## config.mk

```make
export PLATFORM = sky130hd
export DESIGN_NAME = rr_arb_mux
export DESIGN_NICKNAME = d
export VERILOG_FILES = /design/src/rtl/rr_arb_mux.sv
export SDC_FILE = /design/constraint.sdc
export NUM_CORES = 1
export LEC_CHECK = 0
export BUFFER_PORTS_ARGS = -buffer_cell sky130_fd_sc_hd__buf_4
export CAP_MARGIN = 10
export CORE_MARGIN = 4
export CORE_UTILIZATION = 46
export CTS_BUF_LIST = sky130_fd_sc_hd__clkbuf_2
export CTS_CLUSTER_DIAMETER = 200
export CTS_CLUSTER_SIZE = 20
export DETAILED_ROUTE_END_ITERATION = 7
export PLACE_DENSITY = 0.88
export SLEW_MARGIN = 20
export SYNTH_ARGS = -nofsm -noshare
export SYNTH_HDL_FRONTEND = slang
export SYNTH_SLANG_ARGS = --single-unit
```

## constraint.sdc

```tcl
create_clock -name clk -period 6.7 [get_ports clk]
set_input_delay 0.335 -clock clk [delete_from_list [all_inputs] [get_ports clk]]
set_output_delay 0.335 -clock clk [all_outputs]
set_load 0.05 [all_outputs]
```

## src/rtl/rr_arb_mux.sv

```systemverilog
// N-to-1 word multiplexer with per-channel valid/ready, fixed-priority or
// round-robin arbitration, a force-select mode and one registered output stage.
module rr_arb_mux #(
  parameter int WIDTH    = 32,
  parameter int N_IN     = 4,
  parameter int ARB_MODE = 1,
  localparam int SEL_W   = (N_IN > 1) ? $clog2(N_IN) : 1
) (
  input  logic                    clk,
  input  logic                    rst_n,
  input  logic [N_IN*WIDTH-1:0]   in_data,
  input  logic [N_IN-1:0]         in_valid,
  output logic [N_IN-1:0]         in_ready,
  input  logic                    force_en,
  input  logic [SEL_W-1:0]        force_sel,
  output logic [WIDTH-1:0]        out_data,
  output logic [SEL_W-1:0]        out_sel,
  output logic                    out_valid,
  input  logic                    out_ready
);

  logic [SEL_W-1:0] ptr_q, ptr_d;
  logic [WIDTH-1:0] outData_q, outData_d;
  logic [SEL_W-1:0] outSel_q, outSel_d;
  logic             outValid_q, outValid_d;

  logic [N_IN-1:0]  elig;
  logic             anyElig;
  logic             load;
  logic [SEL_W-1:0] grant;
  logic             grantFound;
  logic [WIDTH-1:0] selData;

  // An out-of-range force_sel matches no channel, leaving the eligible set empty.
  always_comb begin
    elig = '0;
    for (int i = 0; i < N_IN; i++) begin
      elig[i] = in_valid[i] & (!force_en | (force_sel == SEL_W'(i)));
    end
  end

  assign anyElig = |elig;
  assign load    = !outValid_q | out_ready;

  // Round-robin scans ptr..N_IN-1 first, then wraps to the lowest eligible index.
  always_comb begin
    grant      = '0;
    grantFound = 1'b0;
    if (ARB_MODE == 1 && !force_en) begin
      for (int i = 0; i < N_IN; i++) begin
        if (!grantFound && elig[i] && (SEL_W'(i) >= ptr_q)) begin
          grant      = SEL_W'(i);
          grantFound = 1'b1;
        end
      end
    end
    for (int i = 0; i < N_IN; i++) begin
      if (!grantFound && elig[i]) begin
        grant      = SEL_W'(i);
        grantFound = 1'b1;
      end
    end
  end

  always_comb begin
    in_ready = '0;
    selData  = '0;
    for (int i = 0; i < N_IN; i++) begin
      if (grant == SEL_W'(i)) begin
        in_ready[i] = rst_n & load & anyElig;
        selData     = in_data[i*WIDTH +: WIDTH];
      end
    end
  end

  always_comb begin
    ptr_d      = ptr_q;
    outData_d  = outData_q;
    outSel_d   = outSel_q;
    outValid_d = outValid_q;
    if (load) begin
      if (anyElig) begin
        outData_d  = selData;
        outSel_d   = grant;
        outValid_d = 1'b1;
        if (ARB_MODE == 1 && !force_en) begin
          ptr_d = (grant == SEL_W'(N_IN - 1)) ? '0 : grant + 1'b1;
        end
      end else begin
        outValid_d = 1'b0;
      end
    end
  end

  always_ff @(posedge clk or negedge rst_n) begin
    if (!rst_n) begin
      ptr_q      <= '0;
      outData_q  <= '0;
      outSel_q   <= '0;
      outValid_q <= 1'b0;
    end else begin
      ptr_q      <= ptr_d;
      outData_q  <= outData_d;
      outSel_q   <= outSel_d;
      outValid_q <= outValid_d;
    end
  end

  assign out_data  = outData_q;
  assign out_sel   = outSel_q;
  assign out_valid = outValid_q;

endmodule

```

# ---- Yosys cells after proc, flatten, opt, wreduce, memory -nomap -nowiden
# Cells that the tools add are included.
dict set report totals {
  ff_bits 37
  input_bits 138
  output_inout_bits 39
  wordCells 81
}
dict set report classes {
  addsub 1
  order_cmp 4
  n_eq_ne 6
  n_mux 29
  bitwise_logic 12
  n_reduce_logical 25
}
# operator count
set op_table {}
lappend op_table {{$mux W32} 4}
lappend op_table {{$mux W1} 17}
lappend op_table {{$mux W2} 8}
lappend op_table {{$logic_and A1 B1 Y1} 11}
lappend op_table {{$logic_not A1 Y1} 9}
lappend op_table {{$eq A2 B2 Y1 const B} 4}
lappend op_table {{$and A1 B1 Y1} 6}
lappend op_table {{$or A1 B1 Y1} 5}
lappend op_table {{$eq A2 B1 Y1 const B} 2}
lappend op_table {{$ge A1 B2 Y1 const A} 2}
lappend op_table {{$ge A2 B2 Y1 const A} 2}
lappend op_table {{$logic_not A2 Y1} 2}
lappend op_table {{$reduce_or A4 Y1} 1}
lappend op_table {{$reduce_and A3 Y1} 1}
lappend op_table {{$add A2 B1 Y2 const B} 1}
lappend op_table {{$reduce_and A2 Y1} 1}
lappend op_table {{$not A1 Y1} 1}

# ---- Longest topological paths before layout
# Gate-level depths: netlist of the first run.
dict set report depth {
  word_depth 38
  ltp_mapped 13
  ltp_nobuf 11
}

# ---- Least setup slack after synthesis of the first run
# OpenSTA, ideal clock, no wires.
dict set report synth_timing {
  kind {register -> output}
  from {register ptr_q[0]}
  to {output port in_ready[3]}
  t_arrival_ns 2.214
  required_ns 6.365
  setup_slack_ns 4.151
  path_stages_with_launch 10
  n_path_buf 2
  cell_sequence {dfrtp_1 a21boi_0 nor3_1 a22oi_1 o22ai_2 inv_1 ha_1 buf_2 clkbuf_1 and3_1}
}
dict set report synth_via {
  elab_chain_len 33
  word_cells_on_any_way 43
  cone_classes {order compare (4); eq/ne (1); mux (20); reduce/logical (18)}
}
# item line
set synth_rtl {}
lappend synth_rtl {{start: declaration} 22} ;# logic [SEL_W-1:0] ptr_q, ptr_d;
lappend synth_rtl {{start signal: assignment} 102} ;# ptr_q <= ptr_d;
lappend synth_rtl {{$ge A1 B2 Y1} 51} ;# if (!grantFound && elig[i] && (SEL_W'(i) >= ptr_q)) begin
lappend synth_rtl {{$logic_and A1 B1 Y1} 51}
lappend synth_rtl {{$mux W1} 51}
lappend synth_rtl {{$mux W1} 49} ;# if (ARB_MODE == 1 && !force_en) begin
lappend synth_rtl {{$logic_not A1 Y1} 51}
lappend synth_rtl {{$logic_and A1 B1 Y1 (2 in a row)} 51}
lappend synth_rtl {{$mux W1} 51}
lappend synth_rtl {{$mux W1} 49}
lappend synth_rtl {{[... 17 more ...]} n/a}
lappend synth_rtl {{$logic_and A1 B1 Y1} 58} ;# if (!grantFound && elig[i]) begin
lappend synth_rtl {{$mux W1} 58}
lappend synth_rtl {{$logic_not A1 Y1} 58}
lappend synth_rtl {{$logic_and A1 B1 Y1} 58}
lappend synth_rtl {{$mux W2 *} 58}
lappend synth_rtl {{named net grant[0]} 30} ;# logic [SEL_W-1:0] grant;
lappend synth_rtl {{$eq A2 B2 Y1 *} 69} ;# if (grant == SEL_W'(i)) begin
lappend synth_rtl {{$mux W1 *} 69}
lappend synth_rtl {{end: declaration} 13} ;# output logic [N_IN-1:0] in_ready,
# The timed path passes the listed nets; every way through them passes the cells marked *. The select of a mux whose other input is x is not followed.

# ---- Worst setup path after layout of the first run
dict set report layout_timing {
  from {register ptr_q[0]}
  to {output port in_ready[2]}
}
dict set report layout_via {
  elab_chain_len 33
  word_cells_on_any_way 43
  cone_classes {order compare (4); eq/ne (1); mux (20); reduce/logical (18)}
}
# item line
set layout_rtl {}
lappend layout_rtl {{$ge A1 B2 Y1} 51}
lappend layout_rtl {{$logic_and A1 B1 Y1} 51}
lappend layout_rtl {{$mux W1} 51}
lappend layout_rtl {{$mux W1} 49}
lappend layout_rtl {{$logic_not A1 Y1} 51}
lappend layout_rtl {{$logic_and A1 B1 Y1 (2 in a row)} 51}
lappend layout_rtl {{$mux W1} 51}
lappend layout_rtl {{$mux W1} 49}
lappend layout_rtl {{[... 16 more ...]} n/a}
lappend layout_rtl {{$logic_not A1 Y1} 58}
lappend layout_rtl {{$logic_and A1 B1 Y1} 58}
lappend layout_rtl {{$mux W1} 58}
lappend layout_rtl {{$logic_not A1 Y1} 58}
lappend layout_rtl {{$logic_and A1 B1 Y1} 58}
lappend layout_rtl {{$mux W2 *} 58}
lappend layout_rtl {{$eq A2 B2 Y1 *} 69}
lappend layout_rtl {{$mux W1 *} 69}
# Mark *: on every way between the ends. The rest lies on a longest branch, timed or not. The select of a mux whose other input is x is not followed.

==> flow_summary.ini, run 1 <==
[place]
postPlaceCellArea_mm2 = 0.00383
dp_cells = 533
io_buffers = 176
dp_hpwl_mm = 6.34
preCtsSetupSlack_ns = 3.53
routabilityCongestion = 0.835

[setup_path]
crit_end = in_ready[2]
critPathRequiredTime_ns = 6.36
r2r_start = ptr_q[0]$_DFFE_PN0P_
crit_type = register to output port
rr_worst_depth = 12
rrSetupSlack_ns = 3.73
endpoint_kind = output port
startpoint_type = register
critPathLaunch = ptr_q[0]$_DFFE_PN0P_
worstPathMaxFanout = 65
r2r-end = out_data[11]$_DFFE_PN0P_
cp.arrival_ns = 3.00

[yosys]
syn_area_mm2 = 0.00253
synth_cell_types = 33
synthCells = 313
seq_area_frac_synth_pct = 36.6
syn-num-nets = 455
ys_seq_elements = 37
yosysWarnings = 0
avgSynthCellArea_um2 = 8.09

[sta]
slew_viol_final = 0
max_slew.worst_pin.slew_ns = 0.949
period_needed_ns = 3.33
rsz0062_at_grt = no
finalHoldViolCount = 0
fin_hold_ws_ns = 0.182
skew_ns = 0.0203
fmax_mhz = 300
finalSetupTns_ns = 0
slew_headroom_pct = 36.7
setup_violations = 0
fin_crit_sh_pct = 49.7
worst_slack_ns = 3.37

[route]
route.detailed.drc = 0
via_per_inst = 5.42
vias = 2935
drtAntennaViolNets = 0
totalWireLength_mm = 8.26
first_pass_iters = 4
wl_per_cell_um = 15.2
drt_iter0_drc = 98

[floorplanning]
initial_core_util_pct = 48.7
die_h_um = 82.2
die_area_mm2 = 0.00676
row_count = 26
core_mm2 = 0.00520
die_w_um = 82.2
ios = 177

[final_layout]
final_core_util_pct = 75.2
seq_area_um2 = 926
drive_above_1_share_pct = 41.7
finalNonFillerCells = 542
final_cell_mix = buf_4 (179), dfrtp_1 (37), nand2_1 (36)
design_area_mm2 = 0.00392
final_nets = 613
area_growth_pct = 54.6
multiInputGateArea_mm2 = 0.00146
layout_commonest_cell = buf_4
fill_cells = 426
diodes = 0

[power]
p_leak_nw = 1.88
p_per_area_mw_per_mm2 = 373
total_power_mw = 1.46
ir_drop_uv = 198

[grt]
antenna_found_initial = 0
grt_usage_pct = 23.2
gr-total-overflow = 0
grt_pass1_vias = 2703
grt_max_degree = 67
grt_pass1_wl_mm = 12.2

[flow_run]
drv_cap = 0

[clock_network]
htree_levels = 2
cts_inserted_buffers = 5
clk_pin_slew_ns = 0.20
cts.path.max_buffers = 2
root_buffer = clkbuf_2
tritoncts = built
insertion_delay_ns = 0.40
cts.repair.resized = 0
clock-sinks = 37

[run_status]
status = completed

[min_path]
hp-class = input port to register
==> cell usage after synthesis <==
cell,count,share of area [%]
nand3b_1,1,0.30
a211oi_1,1,0.30
mux2i_1,1,0.40
buf_2,8,1.6
a31o_2,1,0.35
a21boi_1,1,0.30
a22oi_1,1,0.30
buf_6,4,1.8
nor2b_2,1,0.35
nand2b_1,1,0.25
dfrtp_1,37,37
a221oi_1,31,11
o22ai_2,2,0.99
a21oi_1,34,6.7
a2bb2oi_2,1,0.59
and3b_1,1,0.35
o31a_1,1,0.35
mux2_2,2,0.89
nor2_1,6,0.89
and4_1,1,0.35
o21ai_1,34,6.7
o2bb2ai_1,1,0.35
and3_1,5,1.2
nor2b_1,34,8.4
a21boi_0,1,0.30
o21ai_0,3,0.59
ha_1,4,2.0
clkbuf_1,17,2.5
nand2_1,36,5.3
o22ai_1,2,0.49
inv_1,5,0.74
nor3_1,34,6.7
o21ai_2,1,0.35
==> critical path: stages, from the launching register on <==
cell	delay (ns)
dfrtp_1	0.43
nor2b_1	0.20
o21ai_0	0.15
a31o_2	0.28
o22ai_2	0.19
ha_2	0.87
and3_1	0.27
buf_4	0.20
==> where the power goes <==
part           total, mW  switching (mW)  internal [mW]  leakage (nW)
clock network      0.136          0.0746         0.0618        0.0366
registers          0.367          0.0527          0.315         0.462
logic              0.956           0.622          0.334          1.38
total               1.46           0.749          0.711          1.88
==> final cells by class <==
type                            count  share of cell area [%]
Clock inverter                      3                    1.05
Clock buffer                        5                   0.639
Tap cell                           70                    2.24
Inverter                            5                   0.479
Timing Repair Buffer              180                    34.6
Sequential cell                    37                    23.6
Multi-Input combinational cell    242                    37.4
==> flip-flops by register name (all words and copies together) (netlist names) <==
name and count:
out_data 32, out_sel 2, ptr_q 2, out_valid 1
==> how the worst min path moves through the flow <==
stage	depth (start not counted)	slack (ns)	from	end
final	3	0.18	in_data[96]	out_data[0]$_DFFE_PN0P_
after global placement	1	0.33	rst_n	out_data[26]$_DFFE_PN0P_
after CTS	3	0.16	in_data[96]	out_data[0]$_DFFE_PN0P_
after floorplan	0	0.04	rst_n	out_data[0]$_DFFE_PN0P_
after global routing	3	0.17	in_data[103]	out_data[7]$_DFFE_PN0P_
after detailed placement	1	0.33	rst_n	out_data[26]$_DFFE_PN0P_
==> routing by layer <==
metal  vias to the layer above  part of all wire (%)  track usage (%)
met2                       152                    50             41.3
met1                      1307                    35             25.6
met5                         -                     0                0
li1                       1463                     -                -
met3                        13                    12             7.38
met4                         0                   1.9             8.80
==> repair_timing <==
item	CTS	global route
endpoints found under the hold margin	37	0
hold buffers	1	0
setup buffers	0	0
==> cell families (layout without fill, tap and decap cells) <==
logic type | count (synthesis) | count (layout) | synth area share, %
compound gates | 115 | 115 | 29.4
fa+ha+maj | 4 | 4 | 1.98
buf+inv | 34 | 193 | 6.62
flops | 37 | 37 | 36.6
mux | 3 | 3 | 1.28
simple gates | 120 | 120 | 24.2
(Power assumes the default switching activity.)
==> run 2, diff against run 1 <==
--- a/config.mk
+++ b/config.mk
@@ -5,15 +5,16 @@
 export SDC_FILE = /design/constraint.sdc
 export NUM_CORES = 1
 export LEC_CHECK = 0
+export ABC_AREA = 1
 export BUFFER_PORTS_ARGS = -buffer_cell sky130_fd_sc_hd__buf_4
 export CAP_MARGIN = 10
 export CORE_MARGIN = 4
-export CORE_UTILIZATION = 46
+export CORE_UTILIZATION = 43
 export CTS_BUF_LIST = sky130_fd_sc_hd__clkbuf_2
 export CTS_CLUSTER_DIAMETER = 200
 export CTS_CLUSTER_SIZE = 20
 export DETAILED_ROUTE_END_ITERATION = 7
-export PLACE_DENSITY = 0.88
+export PLACE_DENSITY = 0.82
 export SLEW_MARGIN = 20
 export SYNTH_ARGS = -nofsm -noshare
 export SYNTH_HDL_FRONTEND = slang
==> constraint.sdc (replaced) <==
create_clock -name clk -period 3.1 [get_ports clk]
set_input_delay 0.155 -clock clk [delete_from_list [all_inputs] [get_ports clk]]
set_output_delay 0.155 -clock clk [all_outputs]
set_load 0.05 [all_outputs]
==> run 2 against run 1 <==
Net effect:
- critical path depth is 3 higher
- largest power group unchanged
- via count up 8.1%
- global-route usage is 0.88 points higher
- hold slack got worse by 0.16 ns
- worst setup slack worse by 3.0 ns
- clock-buffer cell count is 1 higher
- critical endpoint is now in_ready[3]
==> flow_summary.ini, run 2 <==
[run_status]
status = completed

[clock_network]
root_buffer = clkbuf_2
tritoncts = built
cts.path.max_buffers = 2
insertion_delay_ns = 0.39
clock-sinks = 37
htree_levels = 2
clk_pin_slew_ns = 0.18
cts_inserted_buffers = 5

[route]
first_pass_iters = 4
vias = 3173
totalWireLength_mm = 9.27
wl_per_cell_um = 15.2
route.detailed.drc = 0
drtAntennaViolNets = 0
drt_iter0_drc = 151
via_per_inst = 5.22

[floorplanning]
ios = 177
die_area_mm2 = 0.00744
row_count = 28
core_mm2 = 0.00592
initial_core_util_pct = 44.5
die_w_um = 86.3
die_h_um = 86.3

[grt]
grt_usage_pct = 24.1
gr-max-usage-layer = met2
antenna_found_initial = 0
grt_use_met1_pct = 27.6
gr-total-overflow = 0
grt_pass1_wl_mm = 14.4
grt_max_degree = 39
grt_use_met2_pct = 44.0
grt_pass1_vias = 3241
met3_usage_pct = 6.08

[final_layout]
design_area_mm2 = 0.00408
layout_commonest_cell = buf_4
fill_cells = 498
final_nets = 675
seq_area_um2 = 926
area_growth_pct = 55.0
diodes = 0
final_core_util_pct = 69.0
drive_above_1_share_pct = 41.3
largest_reg_flops = 32
final_cell_mix = buf_4 (184), nand2_1 (120), nor2_1 (41)
multiInputGateArea_mm2 = 0.00151
finalNonFillerCells = 608

[setup_path]
worst_path_largest_cell_delay_ns = 0.45
worstPathMaxFanout = 17
cp.arrival_ns = 2.61
crit_type = register to output port
critPathRequiredTime_ns = 2.94
cpLargestDelayFamily = simple AND/OR/NAND/NOR gates
path_cells = nor2_1 -> nand3_1 -> nand2_1 -> o21ai_0 -> nand3_1 -> nand3_1 -> ha_1 -> inv_1 -> nor2_1 -> buf_4
crit_top_cell = nand3_1
startpoint_type = register
slowest_stage = inv_1
cp_num_cells = 10
endpoint_kind = output port
rr_worst_depth = 14
critical_path_buf_inv_count = 2

[min_path]
hp-class = input port to register
min_path_cells = 3

[place]
dp_hpwl_mm = 7.09
dp_cells = 596
io_buffers = 176
routabilityCongestion = 0.862
preCtsSetupSlack_ns = 0.480
postPlaceCellArea_mm2 = 0.00399

[sta]
skew_ns = 0.0115
fmax_mhz = 362
rsz0062_at_grt = no
finalSetupTns_ns = 0
setup_violations = 0
fin_hold_ws_ns = 0.0226
slew_viol_final = 0
worst_slack_ns = 0.334
period_needed_ns = 2.77
slew_headroom_pct = 60.2
max_slew.worst_pin.slew_ns = 0.597
fin_crit_sh_pct = 89.2
finalHoldViolCount = 0

[yosys]
yosysWarnings = 0
synthTopCellsByArea = dfrtp_1 (35%), nand2_1 (17%), a31oi_2 (9.5%), o211ai_1 (9.1%), a21oi_1 (6.3%)
yosysTopAreaCell = dfrtp_1
synth_flop_cell = dfrtp_1
synth_cell_types = 22
synth-compound-area-share_pct = 28.3
synth_top_family_by_area = compound AO/OA/AOI/OAI gates
synth.area.mux_share_pct = 0
ys_seq_elements = 37
async_flop_share_pct = 100
seq_area_frac_synth_pct = 35.1
synth.top_cell.area_share_pct = 35.1
synthXorXnorAreaFrac_pct = 0
syn-num-nets = 506
synth-adder-area-share_pct = 1.90
synth.most_common_cell = nand2_1
synth_edf_count = 0
synthCells = 364
syn_area_mm2 = 0.00264
avgSynthCellArea_um2 = 7.24
synth-simple-area-share_pct = 26.5
synth_commonest_cells = nand2_1 (120), nor2_1 (41), dfrtp_1 (37), a21oi_1 (33), o211ai_1 (32)

[power]
p_leak_nw = 2.03
total_power_mw = 2.74
p_per_area_mw_per_mm2 = 670
ir_drop_uv = 421

[flow_run]
drv_cap = 0
==> run 2: worst paths after layout <==
check                      slack (ns)                       end              startpoint
min                              0.02  out_data[22]$_DFFE_PN0P_            in_data[118]
min reg2reg                      0.54    out_sel[0]$_DFFE_PN0P_  out_sel[0]$_DFFE_PN0P_
max reg2reg                      0.40  out_data[17]$_DFFE_PN0P_    ptr_q[0]$_DFFE_PN0P_
max                              0.33               in_ready[3]    ptr_q[1]$_DFFE_PN0P_
max in group asynchronous        2.51   out_data[3]$_DFFE_PN0P_                   rst_n
min in group asynchronous        0.24    out_sel[1]$_DFFE_PN0P_                   rst_n
==> run 2: routing by layer <==
| layer | share of wire, % | vias up |
|---|---|---|
| li1 | - | 1573 |
| met1 | 37 | 1420 |
| met2 | 52 | 158 |
| met3 | 9.1 | 22 |
| met4 | 2.7 | 0 |
| met5 | 0 | - |
==> run 2: cells by family after synthesis <==
family | after synthesis
and+or+nand+nor | 177
AOI/OAI and AO/OA | 100
DFF | 37
adders and majority gates | 4
buffers and inverters | 46
==> run 2: repair_timing <==
| action | in CTS | in global routing |
|---|---|---|
| resized for setup | 0 | 2 |
| setup endpoints to repair | 0 | 1 |
| buffers inserted | 0 | 0 |
| endpoints found under the hold margin | 38 | 3 |
| hold buffers | 2 | 3 |
==> run 2: worst reg2reg max path: stages, from the launching register on <==
cell and delay, ns:
dfrtp_1 0.41, nor2_1 0.06, nand3_1 0.13, nand2_1 0.07, o21ai_0 0.22, nand3_1 0.14, nand2_1 0.19, inv_1 0.09
ha_1 0.21, nor2_2 0.38, buf_4 0.30, nand2_1 0.09, nand2_1 0.06, o211ai_1 0.10, a31oi_1 0.19
==> run 2: final cells by class <==
type | count | area share, %
Clock buffer | 6 | 0.735
Clock inverter | 1 | 0.0919
Inverter | 18 | 1.72
Multi-Input combinational cell | 281 | 36.9
Sequential cell | 37 | 22.7
Tap cell | 75 | 2.30
Timing Repair Buffer | 190 | 35.5
==> run 2: power breakdown <==
group / internal [mW] / total [mW] / switching (mW)
registers: 0.648 / 0.742 / 0.0939
clock network: 0.0527 / 0.213 / 0.161
logic: 0.617 / 1.78 / 1.16
total: 1.32 / 2.74 / 1.42
==> run 3, diff against run 2 <==
--- a/config.mk
+++ b/config.mk
@@ -7,7 +7,7 @@
 export LEC_CHECK = 0
 export ABC_AREA = 1
 export BUFFER_PORTS_ARGS = -buffer_cell sky130_fd_sc_hd__buf_4
-export CAP_MARGIN = 10
+export CORE_ASPECT_RATIO = 1.25
 export CORE_MARGIN = 4
 export CORE_UTILIZATION = 43
 export CTS_BUF_LIST = sky130_fd_sc_hd__clkbuf_2
==> run 3 against run 2 <==
Net effect:
- hold slack lost 0.0020 ns
- sequential share of layout area fell by 0.14 points
- worst setup slack gained 0.031 ns
- global-route usage grew 1.2 points
- non-clock buffer count is 3 higher
- clock-buffer cell count unchanged
- total power grew 1.1%
- register-to-register slack better by 0.33 ns
- highest routed layer unchanged
- wire length grew 3.8%
- first-iteration DRC count decreased by 1.3%
- critical path depth rose by 2
- final area up 0.61%
==> flow_summary.ini, run 3 (same netlist as run 2, synthesis figures left out) <==
[sta]
period_needed_ns = 2.73
rsz0062_at_grt = no
fin_hold_ws_ns = 0.0206
fmax_mhz = 366
finalHoldViolCount = 0
max_slew.worst_pin.slew_ns = 0.508
finalSetupTns_ns = 0
fin_crit_sh_pct = 88.2
slew_headroom_pct = 66.1
skew_ns = 0.0192
slew_viol_final = 0
setup_violations = 0

[place]
dp_hpwl_mm = 7.47
postPlaceCellArea_mm2 = 0.00401
io_buffers = 176
routabilityCongestion = 0.831

[floorplanning]
ios = 177
die_w_um = 78.0
initial_core_util_pct = 45.0
die_h_um = 95.5
row_count = 31
core_mm2 = 0.00586
die_area_mm2 = 0.00745

[setup_path]
critPathLaunch = ptr_q[1]$_DFFE_PN0P_
endpoint_kind = output port
cp.arrival_ns = 2.58
critPathRequiredTime_ns = 2.94
r2r_start = ptr_q[1]$_DFFE_PN0P_
worstPathMaxFanout = 19
startpoint_type = register
crit_type = register to output port
rrSetupSlack_ns = 0.73

[min_path]
hp-start = in_data[112]
hp-class = input port to register

[final_layout]
final_cell_mix = buf_4 (188), nand2_1 (120), nor2_1 (41)
design_area_mm2 = 0.00411
fill_cells = 509
final_nets = 678
diodes = 0
layout_commonest_cell = buf_4
drive_above_1_share_pct = 41.9
largest_reg_flops = 32
area_growth_pct = 55.9
final_core_util_pct = 70.2

[run_status]
status = completed

[route]
via_per_inst = 5.19
wl_per_cell_um = 15.5
drtAntennaViolNets = 0
route.detailed.drc = 0
first_pass_iters = 4
totalWireLength_mm = 9.62
drt_iter0_drc = 149
vias = 3211

[clock_network]
tritoncts = built
clk_pin_slew_ns = 0.19
clock-sinks = 37
insertion_delay_ns = 0.39
root_buffer = clkbuf_2
cts.path.max_buffers = 2
htree_levels = 2
cts_inserted_buffers = 5

[flow_run]
drv_cap = 0

[power]
p_per_area_mw_per_mm2 = 673
ir_drop_uv = 484
p_leak_nw = 2.04

[grt]
antenna_found_initial = 0
gr-total-overflow = 0
grt_usage_pct = 25.3
grt_max_degree = 48
grt_pass1_vias = 3200
grt_pass1_wl_mm = 15.1
run 3: cell count changes in the layout (fill, tap and decap cells not counted):
cell	before	now
clkinv_2	0	2
buf_4	184	188
clkinv_1	1	0
buf_12	1	0
run 3: cell type report:
class | instances | area, um^2 | share of cell area (%)
well taps | 82 | 103 | 2.50
repair buffers | 193 | 1460 | 35.6
multi-input cells | 281 | 1510 | 36.7
flip-flops and latches | 37 | 926 | 22.5
clock inverters | 2 | 10.0 | 0.244
clock buffers | 6 | 30.0 | 0.731
inverters | 18 | 70.1 | 1.71
run 3: what timing repair did:
item                                    in CTS  in global routing
hold buffers                                 5                  0
endpoints found under the hold margin       41                  0
endpoints found under the setup margin       0                  1
buffers inserted                             0                  0
resized for setup                            0                  2
run 3: worst max-delay path, stage by stage (launching register included):
cell     delay (ns)
dfrtp_1        0.43
nor2_1         0.11
nand3_1        0.14
nand2_1        0.10
o21ai_0        0.10
nand3_1        0.11
nand3_1        0.15
inv_1          0.16
ha_4           0.29
inv_1          0.08
buf_4          0.20
nor2_1         0.11
buf_4          0.21
run 3: report_power, final:
group          internal [mW]  leakage (nW)  total (mW)  switching [mW]
clock network         0.0567        0.0327       0.225           0.168
logic                  0.621          1.58        1.79            1.17
registers              0.648         0.428       0.747          0.0980
run 3: path summary, 6_finish.rpt:
check                                           end  cells past startpoint
min in group asynchronous   out_data[8]$_DFFE_PN0P_                      2
setup reg to reg           out_data[28]$_DFFE_PN0P_                     12
max in group asynchronous      ptr_q[0]$_DFFE_PN0P_                      2
setup / recovery                        in_ready[2]                     12
hold reg to reg                ptr_q[0]$_DFFE_PN0P_                      2
hold / removal             out_data[16]$_DFFE_PN0P_                      3
run 3: metrics by stage:
step	std cells	setup WS, ns	power (mW)
CTS	619	0.0368	2.77
finish	619	0.365	2.76
floorplan	364	0.611	1.95
global route	619	0.0954	2.93
detailed placement	606	0.429	2.54
global placement	606	0.544	2.50
run 3: metal layers:
metal  track usage, %  vias to the layer above  wire [um]
met3             4.91                       23        686
met4             8.16                        0        229
met5                0                        -          0
met1             29.3                     1469       3540
li1                 -                     1576          -
met2             46.9                      143       5160
